--- src/rtl/proc_sysid_pkg.sv ---
// Shared register map, CONTROL bit positions and CAPS layout for the
// proc_sysid_ext build-info slave.
package proc_sysid_pkg;

  localparam logic [2:0] ADDR_ID        = 3'd0;
  localparam logic [2:0] ADDR_TIMESTAMP = 3'd1;
  localparam logic [2:0] ADDR_VERSION   = 3'd2;
  localparam logic [2:0] ADDR_CAPS      = 3'd3;
  localparam logic [2:0] ADDR_SCRATCH   = 3'd4;
  localparam logic [2:0] ADDR_UPTIME_LO = 3'd5;
  localparam logic [2:0] ADDR_UPTIME_HI = 3'd6;
  localparam logic [2:0] ADDR_CONTROL   = 3'd7;

  localparam int CTRL_CLR    = 0;
  localparam int CTRL_FREEZE = 1;
  localparam int CTRL_OVF    = 2;

  typedef struct packed {
    logic [15:0] reserved;
    logic [7:0]  uptime_w;
    logic [7:0]  addr_w;
  } caps_t;

  function automatic logic [31:0] caps_word(input logic [7:0] uptime_w,
                                            input logic [7:0] addr_w);
    caps_t caps;
    caps.reserved = '0;
    caps.uptime_w = uptime_w;
    caps.addr_w   = addr_w;
    return caps;
  endfunction

endpackage

--- src/rtl/proc_sysid_uptime.sv ---
// Free-running uptime counter with hi-word snapshot, clear, hold and a sticky
// wrap flag.
module proc_sysid_uptime
  import proc_sysid_pkg::*;
#(
  parameter int UPTIME_W = 48
) (
  input  logic                     clock,
  input  logic                     reset_n,
  input  logic                     clr,
  input  logic                     freeze,
  input  logic                     ovf_clr,
  input  logic                     snap,
  output logic [UPTIME_W-1:0]      cnt,
  output logic [UPTIME_W-33:0]     snapshot,
  output logic                     ovf
);

  localparam logic [UPTIME_W-1:0] CNT_ONE = UPTIME_W'(1);

  logic [UPTIME_W-1:0]  cnt_q, cnt_d;
  logic [UPTIME_W-33:0] snap_q, snap_d;
  logic                 ovf_q, ovf_d;

  // NOTE: every next-state variable gets its hold value first so no path
  // through this block can leave it unassigned and infer a latch.
  always_comb begin
    cnt_d  = cnt_q;
    snap_d = snap_q;
    ovf_d  = ovf_q;
    if (ovf_clr) ovf_d = 1'b0;
    // Snapshot sees the same pre-increment count the LO read returns.
    if (snap) snap_d = cnt_q[UPTIME_W-1:32];
    if (clr) begin
      cnt_d  = '0;
      snap_d = '0;
    end else if (!freeze) begin
      cnt_d = cnt_q + CNT_ONE;
      // Placed after the clear so a wrap in the same edge wins.
      if (&cnt_q) ovf_d = 1'b1;
    end
  end

  // NOTE: state registers use non-blocking assignment so every flop samples
  // the pre-edge values regardless of block evaluation order.
  always_ff @(posedge clock or negedge reset_n) begin
    if (!reset_n) begin
      cnt_q  <= '0;
      snap_q <= '0;
      ovf_q  <= 1'b0;
    end else begin
      cnt_q  <= cnt_d;
      snap_q <= snap_d;
      ovf_q  <= ovf_d;
    end
  end

  assign cnt      = cnt_q;
  assign snapshot = snap_q;
  assign ovf      = ovf_q;

endmodule

--- src/rtl/proc_sysid_ext.sv ---
// System-ID / build-info Avalon-MM slave: identity words, scratch register and
// uptime counter behind a one-cycle registered read path.
module proc_sysid_ext
  import proc_sysid_pkg::*;
#(
  parameter logic [31:0] ID        = 32'hAAAA_AAAA,
  parameter logic [31:0] TIMESTAMP = 32'h0,
  parameter logic [31:0] VERSION   = 32'h0001_0000,
  parameter int          ADDR_W    = 3,
  parameter int          UPTIME_W  = 48
) (
  input  logic              clock,
  input  logic              reset_n,
  input  logic [ADDR_W-1:0] address,
  input  logic              read,
  input  logic              write,
  input  logic [3:0]        byteenable,
  input  logic [31:0]       writedata,
  output logic [31:0]       readdata,
  output logic              readdatavalid
);

  localparam logic [31:0] CAPS = caps_word(8'(UPTIME_W), 8'(ADDR_W));

  logic [7:0]  word_addr;
  logic        in_map;
  logic [2:0]  reg_sel;
  logic        wr_scratch, wr_ctrl;
  logic [31:0] scratch_q, scratch_d;
  logic        freeze_q, freeze_d;
  logic [31:0] readdata_q, readdata_d;
  logic        rvalid_q;
  logic [31:0] ctrl_word;

  logic [UPTIME_W-1:0]  cnt;
  logic [UPTIME_W-33:0] snapshot;
  logic                 ovf;
  logic                 unused_cnt_hi;

  // Addresses beyond the eight-word map alias nothing: they read 0, ignore writes.
  assign word_addr  = 8'(address);
  assign in_map     = (word_addr[7:3] == 5'd0);
  assign reg_sel    = word_addr[2:0];
  assign wr_scratch = write && in_map && (reg_sel == ADDR_SCRATCH);
  assign wr_ctrl    = write && in_map && (reg_sel == ADDR_CONTROL);

  always_comb begin
    scratch_d = scratch_q;
    for (int b = 0; b < 4; b++) begin
      if (wr_scratch && byteenable[b]) scratch_d[8*b +: 8] = writedata[8*b +: 8];
    end
  end

  assign freeze_d = wr_ctrl ? writedata[CTRL_FREEZE] : freeze_q;

  proc_sysid_uptime #(
    .UPTIME_W (UPTIME_W)
  ) u_uptime (
    .clock    (clock),
    .reset_n  (reset_n),
    .clr      (wr_ctrl && writedata[CTRL_CLR]),
    .freeze   (freeze_q),
    .ovf_clr  (wr_ctrl && writedata[CTRL_OVF]),
    .snap     (read && in_map && (reg_sel == ADDR_UPTIME_LO)),
    .cnt      (cnt),
    .snapshot (snapshot),
    .ovf      (ovf)
  );

  assign unused_cnt_hi = ^cnt[UPTIME_W-1:32];

  always_comb begin
    ctrl_word              = '0;
    ctrl_word[CTRL_FREEZE] = freeze_q;
    ctrl_word[CTRL_OVF]    = ovf;
  end

  // Mux sees pre-write state, so a simultaneous read+write returns the old value.
  always_comb begin
    readdata_d = '0;
    if (in_map) begin
      case (reg_sel)
        ADDR_ID:        readdata_d = ID;
        ADDR_TIMESTAMP: readdata_d = TIMESTAMP;
        ADDR_VERSION:   readdata_d = VERSION;
        ADDR_CAPS:      readdata_d = CAPS;
        ADDR_SCRATCH:   readdata_d = scratch_q;
        ADDR_UPTIME_LO: readdata_d = cnt[31:0];
        ADDR_UPTIME_HI: readdata_d = 32'(snapshot);
        ADDR_CONTROL:   readdata_d = ctrl_word;
        default:        readdata_d = '0;
      endcase
    end
  end

  always_ff @(posedge clock or negedge reset_n) begin
    if (!reset_n) begin
      scratch_q  <= '0;
      freeze_q   <= 1'b0;
      readdata_q <= '0;
      rvalid_q   <= 1'b0;
    end else begin
      scratch_q <= scratch_d;
      freeze_q  <= freeze_d;
      rvalid_q  <= read;
      if (read) readdata_q <= readdata_d;
    end
  end

  assign readdata      = readdata_q;
  assign readdatavalid = rvalid_q;

endmodule

--- config.mk ---
export PLATFORM = sky130hd
export DESIGN_NAME = proc_sysid_ext
export DESIGN_NICKNAME = d
export VERILOG_FILES = /design/src/rtl/proc_sysid_pkg.sv /design/src/rtl/proc_sysid_uptime.sv /design/src/rtl/proc_sysid_ext.sv
export SDC_FILE = /design/constraint.sdc
export NUM_CORES = 1
export LEC_CHECK = 0
export BUFFER_PORTS_ARGS = -buffer_cell sky130_fd_sc_hd__buf_2
export CELL_PAD_IN_SITES_DETAIL_PLACEMENT = 0
export CELL_PAD_IN_SITES_GLOBAL_PLACEMENT = 1
export CORE_MARGIN = 1.5
export CORE_UTILIZATION = 30
export CTS_BUF_LIST = sky130_fd_sc_hd__clkbuf_2
export DETAILED_ROUTE_END_ITERATION = 8
export PLACE_DENSITY_LB_ADDON = 0.25
export SETUP_SLACK_MARGIN = 0.2
export SLEW_MARGIN = 0
export SYNTH_ARGS = -nofsm -noshare
export SYNTH_HDL_FRONTEND = slang
export SYNTH_SLANG_ARGS = --single-unit
export TNS_END_PERCENT = 20
--- constraint.sdc ---
create_clock -name clock -period 1.8 [get_ports clock]
set_input_delay 0.36 -clock clock [delete_from_list [all_inputs] [get_ports clock]]
set_output_delay 0.36 -clock clock [all_outputs]
set_load 0.005 [all_outputs]
==> flow_summary_export.csv <==
group,metric,value,unit
floorplanning,die_area,0.0224,mm^2
floorplanning,io_pins,76,
synth,seq_area_frac_synth,50.7,%
critical_path,cp_data_arrival_time,2570,ps
global_route,grt_max_degree,81,
pwr,total_power,0.00781,W
synth,synth_compound_area_share,10.7,%
outcome,violations,"setup timing",
synth,synthArstFlopShare,100,%
critical_path,start_kind,"flop",
clocking,clk_pin_slew,240,ps
worst_hold_path,worstHoldPathType,"primary input to async pin",
floorplanning,coreArea,0.0211,mm^2
timing,worstMarginPinSlew,455,ps
outcome,outcome,"finished with violations",
finish,final_cell_area,0.00901,mm^2
placed_design,placed_area,0.00784,mm^2
synth,yosys-top-cells-area,"dfrtp_1 (51%), mux2_2 (6.6%), a21oi_1 (4.9%)",
route,routed_wl,19600,um
placed_design,hpwl,14500,um
timing,hold_viol_final,0,
pwr,powerDensity,867,mW/mm^2
synth,synth_top_family_by_area,"simple AND/OR/NAND/NOR gates",
pwr,p_leak,4.21,nW
synth,synth_cell_types,46,
synth,synthTopCellsByCount,"dfrtp_1 (131), a21oi_1 (63), nand2_1 (61), nor2_1 (52), mux2_2 (38)",
route,avgRoutedWirePerCell,16.9,um
global_route,antenna_found_initial,1,
placed_design,pre_cts_slack,-113,ps
timing,tns,-592,ps
synth,synth_ff_type,"dfrtp_1",
synth,synth-edff-count,0,
clocking,cts-root-buf,"clkbuf_2",
global_route,grt_pass1_wl,31500,um
global_route,grt_pass1_vias,5823,
critical_path,worstSetupEndpointType,"flop",
timing,rsz0062_at_grt,"true",
flow_run,max-cap-violations,0,
route,detail-route-antenna-nets,0,
clocking,ctsLongestPathBuffers,2,
route,via_per_inst,4.90,
route,vias,5664,
synth,synth_mux_area_share,8.98,%
timing,fmax,0.517,GHz
finish,nNetsFinal,910,
synth,syn_inst,659,
clocking,cts_tree,"done",
pwr,ir_worst_vdd,0.000373,V
clocking,htreeDepth,4,
floorplanning,initial_utilization,30.7,%
synth,yosysTopAreaCell,"dfrtp_1",
global_route,grt_use_total,18.3,%
synth,synth-seq-cells,131,
synth,syn_area,0.00647,mm^2
global_route,grt-ovfl-total,0,
synth,synthSimpleGateAreaFrac,19.8,%
synth,yosys.cell_count.top_type,"dfrtp_1",
global_route,busiest_layer,"met2",
synth,synth-xor-area-share,4.88,%
finish,drive_gt1_share,36.7,%
critical_path,crit_type,"flop to flop",
global_route,use_met3,3.48,%
finish,utilization,42.7,%
clocking,worst_skew_pair.late_latency,710,ps
timing,fin_skew,46.1,ps
route,drtIter0Drc,230,
floorplanning,rows,53,
finish,area_growth,39.4,%
timing,period_minus_slack,1930,ps
placed_design,gp_congestion,0.884,
route,drcViolationCount,0,
timing,slew_headroom,69.7,%
floorplanning,die_y,150,um
timing,worst_slack,-132,ps
timing,min_period_over_period,107,%
global_route,grt.met2_usage,29.8,%
route,dr.pass1.iters,4,
clocking,cts-buffers-inserted,17,
synth,synth_fa_ha_area_share,0.193,%
critical_path,critPathRequiredTime,2430,ps
global_route,use_met1,24.8,%
timing,setup_viol,10,
synth,synthesis.nets,703,
placed_design,port_buffers,75,
clocking,clkSinkCount,131,
timing,final_max_slew_viol_count,0,
floorplanning,die_w,150,um
critical_path,critPathMaxFanout,2,
synth,synth.top_cell.area_share,50.7,%
synth,yosys_warnings,0,
synth,avgSynthCellArea,9.81,um^2
final timing paths:
kind	startpoint	endpoint	slack, ps	depth (start not counted)
max	u_uptime.cnt[1]	u_uptime.cnt[40]	-130	6
min	reset_n	scratch_q[9]	140	3
max reg2reg	u_uptime.cnt[1]	u_uptime.cnt[40]	-130	6
min reg2reg	readdata[3]	readdata[3]	510	1
max in group asynchronous	reset_n	u_uptime.cnt[12]	1190	3
min in group clock	address[2]	readdata[2]	140	4
logic make-up after synthesis:
kind of cell | count (synthesis)
adders and majority gates | 1
DFF | 131
AOI/OAI and AO/OA | 122
muxes | 52
xor gates and xnor gates | 36
and+or+nand+nor | 243
buffers and inverters | 74
routing by layer:
| metal | part of all wire, % | vias to the layer above | wire length (um) |
|---|---|---|---|
| li1 | - | 2745 | - |
| met2 | 48 | 97 | 9480 |
| met4 | 1.2 | 0 | 235 |
| met1 | 47 | 2808 | 9110 |
| met5 | 0 | - | 0 |
| met3 | 3.8 | 14 | 748 |
cell type report:
class | instances | area, um^2
timing repair buffer | 228 | 1740
multi-input combinational | 454 | 3270
clock inverter | 14 | 153
fill | 2043 | 12100
inverter | 34 | 128
antenna | 1 | 2.50
tap | 275 | 344
sequential | 131 | 3280
clock buffer | 18 | 90.1
state kept, by name (all words and copies together) (netlist names):
| name | cells |
|---|---|
| u_uptime.ovf | 1 |
| scratch_q | 32 |
| u_uptime.snapshot | 16 |
| readdatavalid | 1 |
| freeze_q | 1 |
| readdata | 32 |
| u_uptime.cnt | 48 |
through the flow:
| stage | std cells | hold slack (ps) |
|---|---|---|
| after floorplan | 659 | 64.4 |
| after global placement | 1069 | 165 |
| after detailed placement | 1069 | 167 |
| after CTS | 1148 | 72.5 |
| after global routing | 1155 | 87.8 |
| final | 1155 | 141 |
repair_timing:
action | CTS | global route
pin swaps | 45 | 49
hold endpoints to repair | 168 | 0
setup endpoints to repair | 69 | 71
resized for setup | 59 | 31
hold buffers | 35 | 0
buffers inserted | 12 | 6
power by group:
part	switching, W	leakage (nW)	internal (W)
logic	0.000962	2.39	0.00110
registers	0.000366	1.68	0.00348
clock network	0.00124	0.146	0.000666
worst max-delay path, stage by stage (launching register included):
cell	delay, ps
dfrtp_1	400
ha_2	180
and3b_1	170
nand4_1	180
or3_4	380
or4_4	430
a21oi_2	150
cell usage in the layout (no fill, tap or decap), drive strengths merged, types with 3 or more instances in the layout:
cell         netlist  final
buf               12    193
dfrtp            131    131
a21oi             63     63
nand2             61     61
nor2              52     52
inv               34     40
mux2              38     38
dlygate4sd3        0     35
xnor2             26     26
nand4             23     23
o22ai             20     20
nand3             20     20
clkbuf            28     18
nor4              15     15
o21ai             14     14
nor2b             14     14
mux2i             13     13
and2              11     11
xor2              10     10
or3               10     10
and4               9      9
and3               7      7
a31oi              6      6
o21a               6      6
nor3               6      6
and4b              4      4
o31ai              4      4
clkinv             0      4
a22oi              3      3
or4                3      3
(Power assumes the default switching activity.)
